### config.mk
export PLATFORM = sky130hd
export DESIGN_NAME = yuv422_to_444_interp
export DESIGN_NICKNAME = d
export VERILOG_FILES = /design/src/rtl/yuv422_to_444_interp_pkg.sv /design/src/rtl/yuv422_to_444_interp_chroma_avg.sv /design/src/rtl/yuv422_to_444_interp.sv
export SDC_FILE = /design/constraint.sdc
export NUM_CORES = 1
export LEC_CHECK = 0
export ABC_AREA = 1
export ABC_CLOCK_PERIOD_IN_PS = 6000
export CAP_MARGIN = 20
export CORE_UTILIZATION = 52
export DETAILED_ROUTE_END_ITERATION = 6
export GPL_TIMING_DRIVEN = 0
export PLACE_DENSITY = 0.82
export SYNTH_ARGS = -nofsm -noshare
export SYNTH_HDL_FRONTEND = slang
export SYNTH_HIERARCHICAL = 1
export SYNTH_SLANG_ARGS = --single-unit
### constraint.sdc
create_clock -name iCLK -period 6 [get_ports iCLK]
set_input_delay 0.6 -clock iCLK [delete_from_list [all_inputs] [get_ports iCLK]]
set_output_delay 0.6 -clock iCLK [all_outputs]
set_load 0.05 [all_outputs]
### src/rtl/yuv422_to_444_interp_pkg.sv
// Shared definitions for the 4:2:2 -> 4:4:4 chroma up-converter.
//   MODE_REPLICATE / MODE_INTERP : chroma reconstruction selector
//   state_t                      : converter sequencing states
//   Y_MIN..C_MAX                 : 8-bit video-range limits, scaled by the user
//   mid_scale()                  : 2^(dw-1), neutral chroma for a given width
package yuv_pkg;

  localparam int MODE_REPLICATE = 0;
  localparam int MODE_INTERP    = 1;

  typedef enum logic [1:0] {
    IDLE  = 2'd0,
    FILL  = 2'd1,
    RUN   = 2'd2,
    DRAIN = 2'd3
  } state_t;

  localparam logic [7:0] Y_MIN = 8'd16;
  localparam logic [7:0] Y_MAX = 8'd235;
  localparam logic [7:0] C_MIN = 8'd16;
  localparam logic [7:0] C_MAX = 8'd240;

  function automatic int mid_scale(input int dw);
    return 1 << (dw - 1);
  endfunction

endpackage

### src/rtl/yuv422_to_444_interp_chroma_avg.sv
// Rounding average of two DW-bit chroma samples: (iA + iB + 1) >> 1,
// evaluated at DW+1 bits so the carry is never lost. Purely combinational.
//   iA, iB : samples to average
//   oAvg   : rounded mean
module chroma_avg #(
  parameter int DW = 8
) (
  input  logic [DW-1:0] iA,
  input  logic [DW-1:0] iB,
  output logic [DW-1:0] oAvg
);

  logic [DW:0] w_sum;

  assign w_sum = {1'b0, iA} + {1'b0, iB} + (DW+1)'(1);
  assign oAvg  = w_sum[DW:1];

endmodule

### src/rtl/yuv422_to_444_interp.sv
// 4:2:2 -> 4:4:4 chroma up-converter with line framing.
// Each input beat carries {chroma, Y}; chroma alternates C0/C1 with a phase
// that restarts on every accepted iSOL. Output pixel k leaves one cycle after
// input pixel k+3 is accepted, which gives MODE_INTERP the next pair's chroma.
// Optional build macro YUV444_RANGE_CLAMP_EN clamps the output register stage
// to video range; without it values pass through at full range.
// Ports:
//   iCLK, iRST_N          clock, asynchronous active-low reset
//   iValid / oReady       input handshake (oReady low while draining a line)
//   iSOL, iEOL, iYC       line framing and {chroma, Y} beat
//   oValid, oY, oCb, oCr  4:4:4 output pixel
//   oSOL, oEOL            framing aligned to the output pixel
//   oSeqErr               one-cycle pulse on a framing violation
//
// state | meaning
// IDLE  | buffer empty, waiting for iSOL
// FILL  | 1..3 pixels buffered, nothing due yet
// RUN   | 4 pixels buffered, oldest leaves this cycle
// DRAIN | line ended, emptying the buffer, input stalled
module yuv422_to_444_interp
  import yuv_pkg::*;
#(
  parameter int DW       = 8,
  parameter int CB_FIRST = 1,
  parameter int MODE     = MODE_REPLICATE
) (
  input  logic          iCLK,
  input  logic          iRST_N,
  input  logic          iValid,
  output logic          oReady,
  input  logic          iSOL,
  input  logic          iEOL,
  input  logic [2*DW-1:0] iYC,
  output logic          oValid,
  output logic [DW-1:0] oY,
  output logic [DW-1:0] oCb,
  output logic [DW-1:0] oCr,
  output logic          oSOL,
  output logic          oEOL,
  output logic          oSeqErr
);

  localparam logic [DW-1:0] MID = DW'(mid_scale(DW));

  state_t        r_state, w_state_n;
  logic [DW-1:0] r_c [4];
  logic [DW-1:0] r_y [4];
  logic [3:0]    r_ph, r_sl, r_el;
  logic [2:0]    r_cnt;
  logic          r_phase;
  logic [DW-1:0] r_pc0, r_pc1;   // raw chroma of the pair currently leaving
  logic          r_ov, r_osol, r_oeol, r_oerr;
  logic [DW-1:0] r_oy, r_ocb, r_ocr;

  logic          w_ready, w_acc, w_emit, w_discard, w_drop, w_push;
  logic [1:0]    w_wr_idx;
  logic [DW-1:0] w_c0, w_c1, w_n0, w_n1, w_a0, w_a1;
  logic [DW-1:0] w_y, w_cb, w_cr, w_y_fin, w_cb_fin, w_cr_fin;

  assign w_acc     = iValid & w_ready;
  // RUN always releases its oldest pixel, even when a new iSOL arrives:
  // that pixel already had its three followers, only younger ones are lost.
  assign w_emit    = (r_state == RUN) || (r_state == DRAIN);
  assign w_discard = w_acc & iSOL & (r_state != IDLE);
  assign w_drop    = w_acc & ~iSOL & (r_state == IDLE);
  assign w_push    = w_acc & ~w_drop;
  assign w_wr_idx  = w_discard ? 2'd0 : (w_emit ? 2'(r_cnt - 3'd1) : r_cnt[1:0]);

  always_ff @(posedge iCLK or negedge iRST_N) begin
    if (!iRST_N) r_state <= IDLE;
    else         r_state <= w_state_n;
  end

  always_comb begin
    w_state_n = r_state;
    w_ready   = 1'b1;
    case (r_state)
      IDLE:  if (w_push) w_state_n = iEOL ? DRAIN : FILL;
      FILL:  if (w_push) begin
               if (iEOL)                             w_state_n = DRAIN;
               else if (!w_discard && r_cnt == 3'd3) w_state_n = RUN;
             end
      RUN:   if (w_push) w_state_n = iEOL ? DRAIN : (w_discard ? FILL : RUN);
             else        w_state_n = FILL;
      DRAIN: begin
               w_ready = 1'b0;
               if (r_cnt == 3'd1) w_state_n = IDLE;
             end
      default: w_state_n = IDLE;
    endcase
  end

  assign oReady = w_ready;

  always_ff @(posedge iCLK or negedge iRST_N) begin
    if (!iRST_N) begin
      for (int i = 0; i < 4; i++) begin
        r_c[i] <= '0;
        r_y[i] <= '0;
      end
      r_ph    <= '0;
      r_sl    <= '0;
      r_el    <= '0;
      r_cnt   <= '0;
      r_phase <= 1'b0;
    end else begin
      if (w_emit) begin
        for (int i = 0; i < 3; i++) begin
          r_c[i]  <= r_c[i+1];
          r_y[i]  <= r_y[i+1];
          r_ph[i] <= r_ph[i+1];
          r_sl[i] <= r_sl[i+1];
          r_el[i] <= r_el[i+1];
        end
      end
      if (w_push) begin
        r_c[w_wr_idx]  <= iYC[2*DW-1:DW];
        r_y[w_wr_idx]  <= iYC[DW-1:0];
        r_ph[w_wr_idx] <= iSOL ? 1'b0 : r_phase;
        r_sl[w_wr_idx] <= iSOL;
        r_el[w_wr_idx] <= iEOL;
      end
      if (w_acc) r_phase <= iSOL ? 1'b1 : ~r_phase;
      if (w_discard) r_cnt <= 3'd1;
      else           r_cnt <= r_cnt - {2'b0, w_emit} + {2'b0, w_push};
    end
  end

  // Next pair as seen by an odd pixel; when that pair is a lone even pixel
  // ending the line, its missing C1 is this pair's C1.
  assign w_n0 = r_c[1];
  assign w_n1 = r_el[1] ? r_pc1 : r_c[2];

  chroma_avg #(.DW(DW)) u_avg_c0 (.iA(r_pc0), .iB(w_n0), .oAvg(w_a0));
  chroma_avg #(.DW(DW)) u_avg_c1 (.iA(r_pc1), .iB(w_n1), .oAvg(w_a1));

  always_comb begin
    w_c0 = r_c[0];
    w_c1 = r_c[1];
    if (!r_ph[0]) begin
      if (r_el[0]) w_c1 = r_sl[0] ? MID : r_pc1;
    end else begin
      w_c0 = r_pc0;
      w_c1 = r_pc1;
      if (MODE == MODE_INTERP && !r_el[0]) begin
        w_c0 = w_a0;
        w_c1 = w_a1;
      end
    end
  end

  assign w_y  = r_y[0];
  assign w_cb = (CB_FIRST != 0) ? w_c0 : w_c1;
  assign w_cr = (CB_FIRST != 0) ? w_c1 : w_c0;

`ifdef YUV444_RANGE_CLAMP_EN
  localparam logic [DW-1:0] Y_LO = DW'(32'(Y_MIN) << (DW - 8));
  localparam logic [DW-1:0] Y_HI = DW'(32'(Y_MAX) << (DW - 8));
  localparam logic [DW-1:0] C_LO = DW'(32'(C_MIN) << (DW - 8));
  localparam logic [DW-1:0] C_HI = DW'(32'(C_MAX) << (DW - 8));
  assign w_y_fin  = (w_y  < Y_LO) ? Y_LO : ((w_y  > Y_HI) ? Y_HI : w_y);
  assign w_cb_fin = (w_cb < C_LO) ? C_LO : ((w_cb > C_HI) ? C_HI : w_cb);
  assign w_cr_fin = (w_cr < C_LO) ? C_LO : ((w_cr > C_HI) ? C_HI : w_cr);
`else
  assign w_y_fin  = w_y;
  assign w_cb_fin = w_cb;
  assign w_cr_fin = w_cr;
`endif

  always_ff @(posedge iCLK or negedge iRST_N) begin
    if (!iRST_N) begin
      r_ov   <= 1'b0;
      r_osol <= 1'b0;
      r_oeol <= 1'b0;
      r_oerr <= 1'b0;
      r_oy   <= '0;
      r_ocb  <= '0;
      r_ocr  <= '0;
      r_pc0  <= '0;
      r_pc1  <= '0;
    end else begin
      r_ov   <= w_emit;
      r_osol <= w_emit & r_sl[0];
      r_oeol <= w_emit & r_el[0];
      r_oerr <= w_discard | w_drop;
      if (w_emit) begin
        r_oy  <= w_y_fin;
        r_ocb <= w_cb_fin;
        r_ocr <= w_cr_fin;
        if (!r_ph[0]) begin
          r_pc0 <= w_c0;
          r_pc1 <= w_c1;
        end
      end
    end
  end

  assign oValid  = r_ov;
  assign oSOL    = r_osol;
  assign oEOL    = r_oeol;
  assign oSeqErr = r_oerr;
  assign oY      = r_oy;
  assign oCb     = r_ocb;
  assign oCr     = r_ocr;

endmodule

==> impl_metrics.ini, run 1 <==
[power]
combPwrFrac = 0.476
peakVddDrop_mv = 0.326
p_leak_nw = 3.75
internal_power_mw = 2.63
swShare = 0.440
p_sw_mw = 2.07
clockPowerShare = 0.226
seqPwrFrac = 0.298
power.density_nw_per_um2 = 636

[logic_synthesis]
synth_compound_area_frac = 0.0575
ys.warnings.count = 6
synth-seq-cells = 126
ys_types = 33
syn_area_sq_um = 6090
synthAdderAreaFrac = 0.0115
synth-async-reset-ratio = 1.00
synth_ff_type = dfrtp_1
muxShareOfSynthArea = 0
synthCells = 767
synth_xor_area_frac = 0.00739
synth_fp_nets = 793
synthSimpleGateAreaFrac = 0.331
synth_edf_count = 0
avgSynthCellArea_sq_um = 7.95
synth_top_family_by_area = simple AND/OR/NAND/NOR gates
yosysSeqAreaShare = 0.517

[place]
dp_hpwl_microns = 10300
port_buffers = 47
dpl_cell_area_sq_um = 6770
globalplace.congestion = 0.942

[worst_setup_path]
required_ns = 5.40
r2r-start = r_state[1]$_DFFE_PN0P_
reg2reg_depth = 10
rrSetupSlack_ns = 3.84
arrival_ns = 2.01
r2r_end = r_cnt[2]$_DFF_PN0_
crit_type = flip-flop to output port
critPathLaunchType = flip-flop
cp-end-kind = output port
crit_fanout = 10

[global_route]
grtUsageMet3 = 0.0611
grt_pass1_vias = 5101
top_usage_layer = met2
overflow = 0
antenna_found_initial = 0
grt_max_degree = 83
track_usage = 0.267
grt_pass1_wl_microns = 24400
use_met2 = 0.425
grtUsageMet1 = 0.344

[clock_network]
cts_buffer_depth = 2
clock_sinks = 126
cts_setup_buffers = 0
cts_buffers = 17
cts_root_buf = clkbuf_16
clk_pin_slew_worst_paths_ns = 0.05
htreeDepth = 4
cts-hold-fix-buffers = 0
cts_tree = done
clk_latency_ns = 0.42
post_cts_resized = 0

[floorplanning]
rows = 39
die_height_microns = 110
core-area_sq_um = 11400
die_w_microns = 110
die-area_sq_um = 12200
initial_core_util = 0.534
boundaryPins = 50

[worst_hold_path]
holdCritPathClass = input port to asynchronous set/reset pin

[sta]
rsz0062_at_grt = false
slew_headroom = 0.601
hold_viol_final = 0
worst_pin_slew_ns = 0.598
fin_skew_ns = 0.00635
max_freq_mhz = 383
maxSlewViolCount = 0
period_minus_slack_ns = 2.61
setup_violations = 0
whs_ns = 0.0999
timing.final.crit_share = 0.435

[job]
drv_cap = 0

[run_status]
outcome = completed

[drt]
drc = 0
wl_per_cell_microns = 14.9
initialDrtViolationCount = 506
vias = 5311
avgViaCountPerCell = 5.37
drtPass1Iterations = 5
postRouteAntennaNets = 0
totalWireLength_microns = 14800

[cells_and_area]
most-common-layout-cells = nand2_1 (344), dfrtp_1 (126), nand4_1 (57)
final_area_sq_um = 7390
n_antenna_cell = 0
finalNetCount = 860
syn_to_final_growth_pct = 21.2
final_layout_size_suffix_gt1_frac = 0.0946
layout_commonest_cell = nand2_1
Yosys cell counts (all sizes together) (2+ instances only):
master	number	area, sq um
nand2	348	1330
nor3	10	61.3
o22ai	8	50.1
inv	49	186
xor2	2	36.3
ha	4	50.1
nand3	9	95.1
a21oi	2	13.8
clkbuf	17	63.8
nand4	57	357
nor2	45	174
o21ai	55	279
buf	30	203
dfrtp	126	3150
per-layer routing:
layer,wire length (microns),vias up,share of wire
li1,-,2590,-
met1,6440,2492,0.44
met2,7100,196,0.48
met3,801,33,0.054
met4,410,0,0.028
met5,0,-,0
how the worst max path moves through the flow:
stage / end / slack (ns) / start
2_1_floorplan: r_cnt[2]$_DFF_PN0_ / 3.73 / iSOL
3_3_place_gp: oSeqErr$_DFF_PN0_ / -0.50 / iRST_N
3_5_place_dp: r_cnt[2]$_DFF_PN0_ / 3.24 / iValid
4_1_cts: oReady / 3.37 / r_state[1]$_DFFE_PN0P_
5_1_grt: oReady / 3.32 / r_state[1]$_DFFE_PN0P_
6_report: oReady / 3.39 / r_state[1]$_DFFE_PN0P_
layout make-up:
| type | count | area (sq um) |
|---|---|---|
| buffer | 47 | 267 |
| clock buffer | 21 | 480 |
| clock inverter | 10 | 136 |
| fill | 953 | 4030 |
| inverter | 50 | 190 |
| multi-input combinational | 544 | 2480 |
| sequential | 126 | 3150 |
| tap | 143 | 179 |
| timing repair buffer | 48 | 499 |
kinds of logic after synthesis:
group / Yosys count
buffers and inverters: 97
and+or+nand+nor: 470
xor gates and xnor gates: 3
AOI/OAI and AO/OA: 66
DFF: 126
adders and majority gates: 5
registers in the layout, indices dropped and copies added (netlist names):
| register | flops |
|---|---|
| r_c | 24 |
| r_y | 24 |
| oCb | 8 |
| oCr | 8 |
| oY | 8 |
| r_pc0 | 8 |
| r_pc1 | 8 |
| w_n0 | 8 |
| w_y | 8 |
| r_el | 4 |
| r_ph | 4 |
| r_sl | 4 |
| r_cnt | 3 |
| r_state | 2 |
| oEOL | 1 |
| oSOL | 1 |
| oSeqErr | 1 |
| oValid | 1 |
| r_phase | 1 |
worst max-delay path: stages, from the launching register on:
cell and delay (ns):
dfrtp_1 0.49, buf_6 0.20, nand2_1 0.09, clkdlybuf4s50_1 0.81
per-stage QoR:
step | util | setup slack [ns] | total power, mW | setup TNS, ns | instances
2_1_floorplan | - | 3.73 | 3.01 | 0 | 767
3_3_place_gp | 0.591 | -0.503 | 3.53 | -62.28 | 957
3_5_place_dp | 0.593 | 3.24 | 3.61 | 0 | 958
4_1_cts | 0.647 | 3.37 | 4.70 | 0 | 989
5_1_grt | 0.647 | 3.32 | 5.03 | 0 | 989
6_report | 0.647 | 3.39 | 4.70 | 0 | 989
power groups by stage:
stage,Sequential (mW),Clock [mW],Combinational [mW]
after global placement,1.39,0,2.14
after global routing,1.44,1.11,2.49
after detailed placement,1.41,0,2.20
after floorplan,1.62,0,1.39
after CTS,1.40,1.07,2.23
final,1.40,1.06,2.24
Power figures use the tool's default switching activity.
==> run 2, diff against run 1 <==
- ABC_CLOCK_PERIOD_IN_PS: 6000 -> 2430
- clock period: 6 -> 2.43 ns (I/O delays scaled with it)
==> impl_metrics.ini, run 2 (synthesis gave the netlist of run 1 again) <==
[run_status]
outcome = finished with violations
violations = DRC

[sta]
timing.final.crit_share = 0.930
worst_pin_slew_ns = 0.618
fin_skew_ns = 0.00785
setup_violations = 0
slew_headroom = 0.588
rsz0062_at_grt = false
max_freq_mhz = 442
fin_setup_tns_ns = 0
maxSlewViolCount = 0
period_minus_slack_ns = 2.26
hold_viol_final = 0

[worst_setup_path]
reg2reg_depth = 10
required_ns = 2.19
crit_fanout = 10
crit_type = flip-flop to output port
critPathLaunchType = flip-flop
crit_end = oReady
cp-end-kind = output port
critPathLaunch = r_state[1]$_DFFE_PN0P_
rrSetupSlack_ns = 0.27
cp_slowest_stage_delay_ns = 0.81
arrival_ns = 2.02
crit_chain = buf_6, nand2_1, clkdlybuf4s50_1
r2r-start = r_state[1]$_DFFE_PN0P_
r2r_end = r_cnt[2]$_DFF_PN0_
slowest_stage = clkdlybuf4s50_1

[drt]
avgViaCountPerCell = 5.39
drtPass1Iterations = 7
postRouteAntennaNets = 0
totalWireLength_microns = 14700
initialDrtViolationCount = 462
vias = 5334
drc = 1
wl_per_cell_microns = 14.9

[cells_and_area]
utilization = 0.648
layout_commonest_cell = nand2_1
finalNetCount = 861
finalNonFillerCells = 990
reg.largest.list = r_c: 24 flops, r_y: 24 flops
most-common-layout-cells = nand2_1 (344), dfrtp_1 (126), nand4_1 (57)
syn_to_final_growth_pct = 21.4
final_layout_size_suffix_gt1_frac = 0.0945
n_fill_cell = 952
final_area_sq_um = 7400
n_antenna_cell = 0
multi_input_comb_area_sq_um = 2480
seqCellArea_sq_um = 3150

[floorplanning]
die_w_microns = 110
initial_core_util = 0.534
core-area_sq_um = 11400
die-area_sq_um = 12200
die_height_microns = 110
rows = 39
boundaryPins = 50

[clock_network]
cts_buffer_depth = 2
cts_buffers = 17
htreeDepth = 4
clk_latency_ns = 0.42
cts_setup_buffers = 0
clk_pin_slew_worst_paths_ns = 0.05
cts_root_buf = clkbuf_16
cts_tree = done
clock_sinks = 126

[power]
peakVddDrop_mv = 0.803
power.density_nw_per_um2 = 1570
p_leak_nw = 3.76

[global_route]
grt_max_degree = 83
grt_pass1_vias = 5101
antenna_found_initial = 0
overflow = 0
track_usage = 0.267
grt_pass1_wl_microns = 24400

[worst_hold_path]
hp-start = iEOL
holdCritPathClass = input port to flip-flop

[place]
port_buffers = 47
dp_hpwl_microns = 10300
placed_cells = 958
dpl_cell_area_sq_um = 6770
globalplace.congestion = 0.942

[job]
drv_cap = 0
run 2: critical path, delay by kind of cell (launching register included):
family        cells  cell delay (ns)
flops             1             0.49
buf+inv           2             1.01
simple gates      1             0.09
run 2: how the worst min path moves through the flow:
| stage | endpoint | cells past startpoint |
|---|---|---|
| 2_1_floorplan | oCb[0]$_DFFE_PN0N_ | 0 |
| 3_3_place_gp | oSOL$_DFF_PN0_ | 2 |
| 3_5_place_dp | oCr[7]$_DFFE_PN0N_ | 1 |
| 4_1_cts | r_sl[2]$_DFF_PN0_ | 3 |
| 5_1_grt | r_el[2]$_DFF_PN0_ | 3 |
| 6_report | r_el[2]$_DFF_PN0_ | 3 |
run 2: final cells by class:
| class | count | share of cell area |
|---|---|---|
| clock inverters | 10 | 0.0184 |
| plain buffers | 47 | 0.0360 |
| multi-input cells | 544 | 0.336 |
| inverters | 50 | 0.0257 |
| repair buffers | 49 | 0.0688 |
| flip-flops and latches | 126 | 0.426 |
| well taps | 143 | 0.0242 |
| clock buffers | 21 | 0.0649 |
run 2: routing by layer:
layer	global-route usage	part of all wire	wire, microns
met1	0.344	0.44	6440
met3	0.0611	0.055	816
met5	0	0	0
met2	0.425	0.48	7130
met4	0.135	0.024	349
run 2: power by group:
| group | total [mW] | switching [mW] | internal, mW |
|---|---|---|---|
| registers | 3.46 | 0.456 | 3.00 |
| logic | 5.54 | 3.74 | 1.79 |
| clock network | 2.62 | 0.913 | 1.71 |
run 2: metrics by stage:
stage	total power, mW	hold slack [ns]	setup slack (ns)
final	11.6	0.285	0.170
after global routing	12.4	0.303	0.103
after CTS	11.6	0.269	0.156
after detailed placement	8.91	0.193	0.0246
after global placement	8.73	0.448	-3.72
after floorplan	7.44	-0.0526	0.416
run 2: what timing repair did:
item / 4_1_cts / 5_1_grt
hold buffers: 1 / 0
hold endpoints to repair: 44 / 0
resized for setup: 0 / 0
==> run 3, diff against run 2 <==
- SKIP_LAST_GASP: unset -> 1
==> results of run 3 <==
Final layout, timing and power as in run 2 (identical DEF).
